[src/rtl/riscv_if_pc_gen.sv]
// Purpose: IF-stage program counter with prioritised, stall-buffered redirects and a fetch counter.
// Latency: 1 cycle from fetch ack or applied redirect to the new o_pc / o_flush / o_misaligned.
// Backpressure: i_stall or enable=0 holds the PC; redirects seen then are parked until the stage can move.
module riscv_if_pc_gen #(
  parameter int                    ADDR_WIDTH   = 64,
  parameter logic [ADDR_WIDTH-1:0] RESET_VECTOR = '0,
  parameter bit                    C_EXT        = 1'b1,
  parameter int                    CNT_WIDTH    = 32
) (
  input  logic                  clk,
  input  logic                  reset,
  input  logic                  enable,
  input  logic                  i_stall,
  input  logic                  i_interr,
  input  logic [ADDR_WIDTH-1:0] i_interr_addr,
  input  logic                  i_mret,
  input  logic [ADDR_WIDTH-1:0] i_mret_addr,
  input  logic                  i_jump_branch,
  input  logic [ADDR_WIDTH-1:0] i_pc,
  output logic                  o_fetch_req,
  output logic [ADDR_WIDTH-1:0] o_fetch_addr,
  input  logic                  i_fetch_ack,
  input  logic                  i_fetch_compressed,
  output logic [ADDR_WIDTH-1:0] o_pc,
  output logic                  o_flush,
  output logic                  o_misaligned,
  output logic [CNT_WIDTH-1:0]  o_fetch_cnt
);

  typedef enum logic {
    IDLE  = 1'b0,
    FETCH = 1'b1
  } state_t;

  // Larger encoding wins; PRIO_NONE marks "no redirect this cycle".
  typedef enum logic [1:0] {
    PRIO_NONE   = 2'd0,
    PRIO_JB     = 2'd1,
    PRIO_MRET   = 2'd2,
    PRIO_INTERR = 2'd3
  } prio_t;

  // Clears the low bit (RVC) or the low two bits (RV32/64 base only) of a target.
  localparam logic [ADDR_WIDTH-1:0] ALIGN_MASK = C_EXT ? {{(ADDR_WIDTH-1){1'b1}}, 1'b0}
                                                       : {{(ADDR_WIDTH-2){1'b1}}, 2'b00};
  localparam logic [ADDR_WIDTH-1:0] STEP_2     = {{(ADDR_WIDTH-2){1'b0}}, 2'b10};
  localparam logic [ADDR_WIDTH-1:0] STEP_4     = {{(ADDR_WIDTH-3){1'b0}}, 3'b100};
  localparam logic [CNT_WIDTH-1:0]  CNT_ONE    = {{(CNT_WIDTH-1){1'b0}}, 1'b1};

  state_t                state_q;
  state_t                state_d;
  logic [ADDR_WIDTH-1:0] pc_r;
  logic                  pend_valid;
  prio_t                 pend_prio;
  logic [ADDR_WIDTH-1:0] pend_addr;
  logic                  flush_r;
  logic                  misaligned_r;
  logic [CNT_WIDTH-1:0]  cnt_r;

  prio_t                 new_prio;
  logic [ADDR_WIDTH-1:0] new_addr;
  logic                  new_vld;
  logic                  new_wins;
  logic                  go;
  logic                  apply;
  logic                  latch;
  logic [ADDR_WIDTH-1:0] apply_addr;
  logic                  apply_misaligned;
  logic                  fetch_req;
  logic                  xfer;
  logic [ADDR_WIDTH-1:0] step;

  // Pick this cycle's winning redirect and decide whether it is applied now or parked.
  always_comb begin
    new_prio = PRIO_NONE;
    new_addr = '0;
    if (i_interr) begin
      new_prio = PRIO_INTERR;
      new_addr = i_interr_addr;
    end else if (i_mret) begin
      new_prio = PRIO_MRET;
      new_addr = i_mret_addr;
    end else if (i_jump_branch) begin
      new_prio = PRIO_JB;
      new_addr = i_pc;
    end
    new_vld  = (new_prio != PRIO_NONE);
    // A new redirect displaces the parked one on equal or higher priority.
    new_wins = new_vld && (!pend_valid || (new_prio >= pend_prio));
    go       = enable && !i_stall;
    apply    = go && (new_vld || pend_valid);
    latch    = !go && new_wins;
    apply_addr       = new_wins ? new_addr : pend_addr;
    apply_misaligned = |(apply_addr & ~ALIGN_MASK);
  end

  // Next-state and fetch request; no request while a redirect is parked or a flush is visible.
  always_comb begin
    state_d   = state_q;
    fetch_req = 1'b0;
    case (state_q)
      IDLE: begin
        if (enable) state_d = FETCH;
      end
      FETCH: begin
        if (!enable) state_d = IDLE;
        fetch_req = enable && !i_stall && !pend_valid && !flush_r;
      end
      default: state_d = IDLE;
    endcase
  end

  // An ack in a cycle that applies a redirect belongs to the squashed path and is dropped.
  always_comb begin
    xfer = fetch_req && i_fetch_ack && !apply;
    step = (C_EXT && i_fetch_compressed) ? STEP_2 : STEP_4;
  end

  // State register.
  always_ff @(posedge clk) begin
    if (reset) state_q <= IDLE;
    else       state_q <= state_d;
  end

  // PC register: redirect beats sequential advance.
  always_ff @(posedge clk) begin
    if (reset)     pc_r <= RESET_VECTOR;
    else if (apply) pc_r <= apply_addr & ALIGN_MASK;
    else if (xfer)  pc_r <= pc_r + step;
  end

  // Parked redirect: cleared when any redirect is applied, overwritten by an equal-or-higher one.
  always_ff @(posedge clk) begin
    if (reset) begin
      pend_valid <= 1'b0;
      pend_prio  <= PRIO_NONE;
      pend_addr  <= '0;
    end else if (apply) begin
      pend_valid <= 1'b0;
      pend_prio  <= PRIO_NONE;
    end else if (latch) begin
      pend_valid <= 1'b1;
      pend_prio  <= new_prio;
      pend_addr  <= new_addr;
    end
  end

  // One-cycle flush / misaligned pulses following an applied redirect.
  always_ff @(posedge clk) begin
    if (reset) begin
      flush_r      <= 1'b0;
      misaligned_r <= 1'b0;
    end else begin
      flush_r      <= apply;
      misaligned_r <= apply && apply_misaligned;
    end
  end

  // Completed-fetch counter, free-running wrap.
  always_ff @(posedge clk) begin
    if (reset)     cnt_r <= '0;
    else if (xfer) cnt_r <= cnt_r + CNT_ONE;
  end

  assign o_fetch_req  = fetch_req;
  assign o_fetch_addr = pc_r;
  assign o_pc         = pc_r;
  assign o_flush      = flush_r;
  assign o_misaligned = misaligned_r;
  assign o_fetch_cnt  = cnt_r;

endmodule

[config.mk]
export PLATFORM = sky130hd
export DESIGN_NAME = riscv_if_pc_gen
export DESIGN_NICKNAME = d
export VERILOG_FILES = /design/src/rtl/riscv_if_pc_gen.sv
export SDC_FILE = /design/constraint.sdc
export NUM_CORES = 1
export LEC_CHECK = 0
export ABC_AREA = 1
export CORE_MARGIN = 2
export CORE_UTILIZATION = 52
export DETAILED_ROUTE_END_ITERATION = 10
export HOLD_SLACK_MARGIN = 0.1
export PLACE_DENSITY = 0.87
export REMOVE_ABC_BUFFERS = 1
export SLEW_MARGIN = 30
export SYNTH_ARGS = -nofsm -noshare
export SYNTH_HDL_FRONTEND = slang
export SYNTH_SLANG_ARGS = --single-unit
[constraint.sdc]
create_clock -name clk -period 6.4 [get_ports clk]
set_clock_uncertainty 0.05 [all_clocks]
set_input_delay 0.96 -clock clk [delete_from_list [all_inputs] [get_ports clk]]
set_output_delay 0.96 -clock clk [all_outputs]
set_load 0.01 [all_outputs]
# Word level (Yosys, flattened, before mapping)
# Index checks and enable logic that the tools add are counted.
[word_totals]
reg_bits = 166
out_inout_bits = 163
[classes]
add_sub_neg = 2
magnitude_cmp = 1
mux = 12
n_bitwise = 1
n_reduce_logical = 20
[ops]
columns = ["operator", "n"]
rows = [
  ["64-bit 2-to-1 mux", 6],
  ["64-bit by 3-bit adder with 64-bit output", 1],
  ["32-bit by 1-bit adder with 32-bit output (second input constant)", 1],
  ["1-bit logical AND", 9],
  ["1-bit zero test", 5],
  ["2-bit 2-to-1 mux", 2],
  ["2-bit nonzero test", 2],
  ["1-bit 2-to-1 mux", 3],
  ["3-bit 2-to-1 mux", 1],
  ["2-bit greater-or-equal comparator", 1],
  ["1-bit logical OR", 2],
  ["2-bit AND reduction", 1],
  ["2-bit OR reduction", 1],
  ["1-bit NOT", 1],
]

# Logic depth before layout (Yosys ltp)
[depth]
depth_word = 10
ltp_mapped = 18
depth_no_buf = 14

# Worst setup path after synthesis
# Ideal clock, no wire load.
[synth_timing]
kind = "input-to-reg"
start = "in i_mret"
end = "reg pc_r[41], in the netlist o_fetch_addr[41]"
t_arrival_ns = 2.760
path_slack_ns = 3.476
path_stages = 16
cell_sequence = "buf_2 -> nor2_4 -> buf_6 -> buf_6 -> nor2_1 -> ha_1 -> o21ai_0 -> nand2_1 -> nand2_2 -> inv_2 -> buf_6 -> buf_4 -> nand2_1 -> nand3_1 -> a21oi_1 -> nor2_1"
[synth_between]
elab_chain_cells = 8
elab_cells_between_ends = 15
[synth_rtl]
columns = ["element", "line_no", "source"]
rows = [
  ["from (decl)", "16", "input logic i_mret,"],
  ["branches (longest 8 deep; another with 2-bit greater-or-equal comparator)", "--", ""],
  ["to (signal assigned)", "128", "else if (apply) pc_r <= apply_addr & ALIGN_MASK;"],
  ["to (signal assigned)", "129", "else if (xfer) pc_r <= pc_r + step;"],
  ["to (decl)", "52", "logic [ADDR_WIDTH-1:0] pc_r;"],
]
# Parallel ways; which one is timed is not known.
# A chain may end at the register's enable or synchronous reset.

# Worst setup path after layout
[layout_timing]
start = "in i_jump_branch"
end = "reg pend_prio[1]"
[layout_between]
elab_chain_cells = 7
elab_cells_between_ends = 11
[layout_rtl]
columns = ["element", "line_no", "source"]
rows = [
  ["from (decl)", "18", "input logic i_jump_branch,"],
  ["1-bit 2-to-1 mux *", "83", "end else if (i_jump_branch) begin"],
  ["2-bit 2-to-1 mux *", "80", "end else if (i_mret) begin"],
  ["2-bit 2-to-1 mux *", "77", "if (i_interr) begin"],
  ["2-bit greater-or-equal comparator or 2-bit nonzero test (tied branches)", "89, 87", ""],
  ["1-bit logical OR (on tied branches)", "89, 91", ""],
  ["1-bit logical AND (on tied branches)", "89, 91", ""],
  ["1-bit logical AND or 2-bit OR reduction (tied branches)", "--", ""],
  ["to (signal assigned)", "143", "pend_prio <= new_prio;"],
  ["to (decl)", "54", "prio_t pend_prio;"],
]
# Every way passes the cells marked *; elsewhere a longest branch is shown, timed or not.

==> results.cfg <==
[setup_path]
arrival_ns = 4.60
cp-startpoint = i_jump_branch
crit_required_ns = 6.68
crit_type = input pin to flip-flop
regToRegEndpoint = pend_prio[1]$_SDFFE_PP0P_
r2r-start = pend_prio[0]$_SDFFE_PP0P_
setup.worst_path.end = pend_prio[1]$_SDFFE_PP0P_
worstRegToRegCells = 9
cp_max_fo = 53
cp-start-kind = input pin
critPathCaptureType = flip-flop
rrSetupSlack_ns = 3.34

[floorplan]
die_h_um = 156
floorplan.io_pins = 364
num_rows = 55
start_util = 0.529
die_area_mm2 = 0.0243
fp.dieW_um = 156
coreArea_mm2 = 0.0226

[cts]
cts.htree.levels = 4
cts_hold_buf = 0
cts_made_buffers = 17
clk_pin_slew_ns = 0.07
post_cts_buffers = 0
clockRootBuffer = clkbuf_16
clk_path_buf_depth = 2
cts_resized = 0
clk-insertion-delay-late_ns = 0.44
clock-sinks = 165
tritoncts = done

[yosys]
ys.flop_type = dfxtp_1
synth_edf_count = 0
synth_area_leader_cell = dfxtp_1
synth.distinct_cells = 43
ys_warn_count = 0
synth_seq_area_share = 0.276
syn-instance-count = 2020
synth_area_leaders = dfxtp_1 28%, nand2_1 19%, a21oi_1 11%
syn_avg_cell_area_um2 = 5.93
synth-seq-cells = 165
syn_area_mm2 = 0.0120
async_flop_share = 0
yosys.area.top_type_share = 0.276

[detailed_routing]
drcViolationCount = 0
drt_iter0_markers = 1351
totalWireLength_um = 42000
ant_nets = 0
via_per_inst = 5.57
vias = 14134
wl_per_cell_um = 16.6
drt_pass1_iterations = 6

[cells_and_area]
num_antenna_cells = 0
fin_cells = 2537
areaGrowthSynthToFinish_pct = 29.7
drive_gt1_frac = 0.0444
fillers = 2043
final_area_mm2 = 0.0155
finalNetCount = 2447
fin_util = 0.686

[timing]
rsz0062_at_grt = false
setup_ws_ns = 2.08
tns_ns = 0
tightest_slew_ns = 0.934
hold_slack_ns = 0.402
max_slew_margin = 0.377
period_needed_ns = 4.32
hold_viol_final = 0
finalSetupViolations = 0
period_share = 0.675
slew_viol_final = 0
clock.fmax_mhz = 231

[outcome]
status = finished clean

[pwr]
p_leak_nw = 5.87
p_total_mw = 2.87
powerDensity_mw_per_mm2 = 185
ir_worst_vdd_mv = 0.195

[placement]
dp.cells = 2506
io_buffers = 361
dpl_cell_area_mm2 = 0.0150
gp_congestion = 0.993
dp_hpwl_um = 30800
dp_slack_ns = 1.47

[global_routing]
gr-usage-all-layers = 0.332
antenna_found_initial = 0
grt_pass1_vias = 12724
grt_first_pass_wirelength_um = 65000
grt_overflow = 0
grt_start_max_net_pins = 78

[min_path]
hold_class = flip-flop to flip-flop

[job]
drv_cap = 0
==> worst min path at each step <==
| stage | from | endpoint | slack, ns | depth (start not counted) |
|---|---|---|---|---|
| floorplan | pend_addr[28]$_SDFFE_PP0P_ | pend_addr[28]$_SDFFE_PP0P_ | 0.38 | 2 |
| global placement | pend_addr[33]$_SDFFE_PP0P_ | pend_addr[33]$_SDFFE_PP0P_ | 0.39 | 2 |
| detailed placement | pend_addr[49]$_SDFFE_PP0P_ | pend_addr[49]$_SDFFE_PP0P_ | 0.39 | 2 |
| CTS | pend_addr[56]$_SDFFE_PP0P_ | pend_addr[56]$_SDFFE_PP0P_ | 0.40 | 2 |
| global route | pend_addr[60]$_SDFFE_PP0P_ | pend_addr[60]$_SDFFE_PP0P_ | 0.43 | 2 |
| finish | pend_addr[54]$_SDFFE_PP0P_ | pend_addr[54]$_SDFFE_PP0P_ | 0.40 | 2 |
==> registers in the layout (all words and copies together) (netlist names) <==
name	count
pend_valid	1
state_q	1
pend_prio	2
o_fetch_cnt	32
pend_addr	64
o_fetch_addr	63
o_misaligned	1
o_flush	1
==> per-layer routing <==
metal | vias up | share of wire | wire [um] | global-route usage
met5 | - | 0 | 0 | 0
met4 | 0 | 0.028 | 1170 | 0.111
met3 | 91 | 0.085 | 3590 | 0.0453
met2 | 726 | 0.48 | 20100 | 0.571
met1 | 6400 | 0.41 | 17100 | 0.429
li1 | 6917 | - | - | -
==> placed cells by master (no fill, tap or decap), types with 4 or more instances in the layout <==
cell type | synthesis | final
nand2_1 | 621 | 620
clkdlybuf4s50_1 | 0 | 358
a21oi_1 | 258 | 258
nor2_1 | 230 | 229
o21ai_0 | 167 | 167
dfxtp_1 | 165 | 165
inv_1 | 150 | 148
nand3_1 | 77 | 77
a22oi_1 | 24 | 24
nand4_1 | 22 | 22
nor3_1 | 20 | 20
clkbuf_16 | 0 | 17
nor2_2 | 13 | 13
buf_4 | 76 | 11
nor2_4 | 9 | 10
nand2_2 | 11 | 10
xor2_1 | 9 | 9
o211ai_1 | 8 | 8
nand3b_1 | 7 | 7
xnor2_1 | 6 | 6
inv_2 | 5 | 5
o21ai_1 | 5 | 5
ha_1 | 5 | 5
clkinvlp_4 | 0 | 5
a31oi_1 | 4 | 4
or2_2 | 4 | 4
==> worst max-delay path: stages <==
cell             delay, ns
clkdlybuf4s50_1       0.76
inv_4                 0.08
nor2_4                0.12
nor2_1                0.08
ha_1                  0.29
o21ai_0               0.19
nand2_1               0.12
nand2_4               0.48
nor2_4                0.06
inv_2                 0.55
buf_4                 0.52
nor2_1                0.10
a211oi_1              0.25
==> cells in the mapped netlist (2+ instances only) <==
library cell,n
inv_2,5
clkbuf_1,35
o21bai_1,3
dfxtp_1,165
nand3b_1,7
nor3_2,2
o21a_1,3
o21ai_1,5
a21oi_1,258
a31oi_1,4
clkbuf_8,3
or2_0,2
nand3_1,77
buf_6,8
nor3_1,20
ha_1,5
nand3_2,3
o22ai_1,3
buf_4,76
xnor2_1,6
nor2_4,9
xor2_1,9
buf_1,3
buf_2,47
nor2_2,13
nand2_1,621
nor2_1,230
o211ai_1,8
nand4_1,22
nand2_2,11
a22oi_1,24
a211oi_1,2
o2bb2ai_1,3
inv_1,150
o21ai_0,167
or2_2,4
==> cell type report <==
| class | instances | area [um^2] | area share |
|---|---|---|---|
| sequential | 165 | 3300 | 0.213 |
| tap | 285 | 357 | 0.0230 |
| timing repair buffer | 372 | 3680 | 0.237 |
| inverter | 156 | 592 | 0.0381 |
| multi-input combinational | 1528 | 7040 | 0.453 |
| clock buffer | 21 | 470 | 0.0303 |
| clock inverter | 10 | 98.8 | 0.00636 |
==> report_power, final <==
part,switching [mW],total (mW),internal [mW]
Sequential,0.0851,1.18,1.10
Clock,0.442,1.01,0.566
Combinational,0.352,0.675,0.323
==> logic make-up (layout without fill, tap and decap cells) <==
family                     count (synthesis)  count (layout)  synth area share
xor gates and xnor gates                  15              15            0.0110
and+or+nand+nor                         1023            1023             0.354
other                                      1               2          0.000313
DFF                                      165             165             0.276
adders and majority gates                  6               6           0.00689
buffers and inverters                    328             559             0.139
AOI/OAI and AO/OA                        482             482             0.213
No activity file was read; power rests on OpenSTA's default activity.
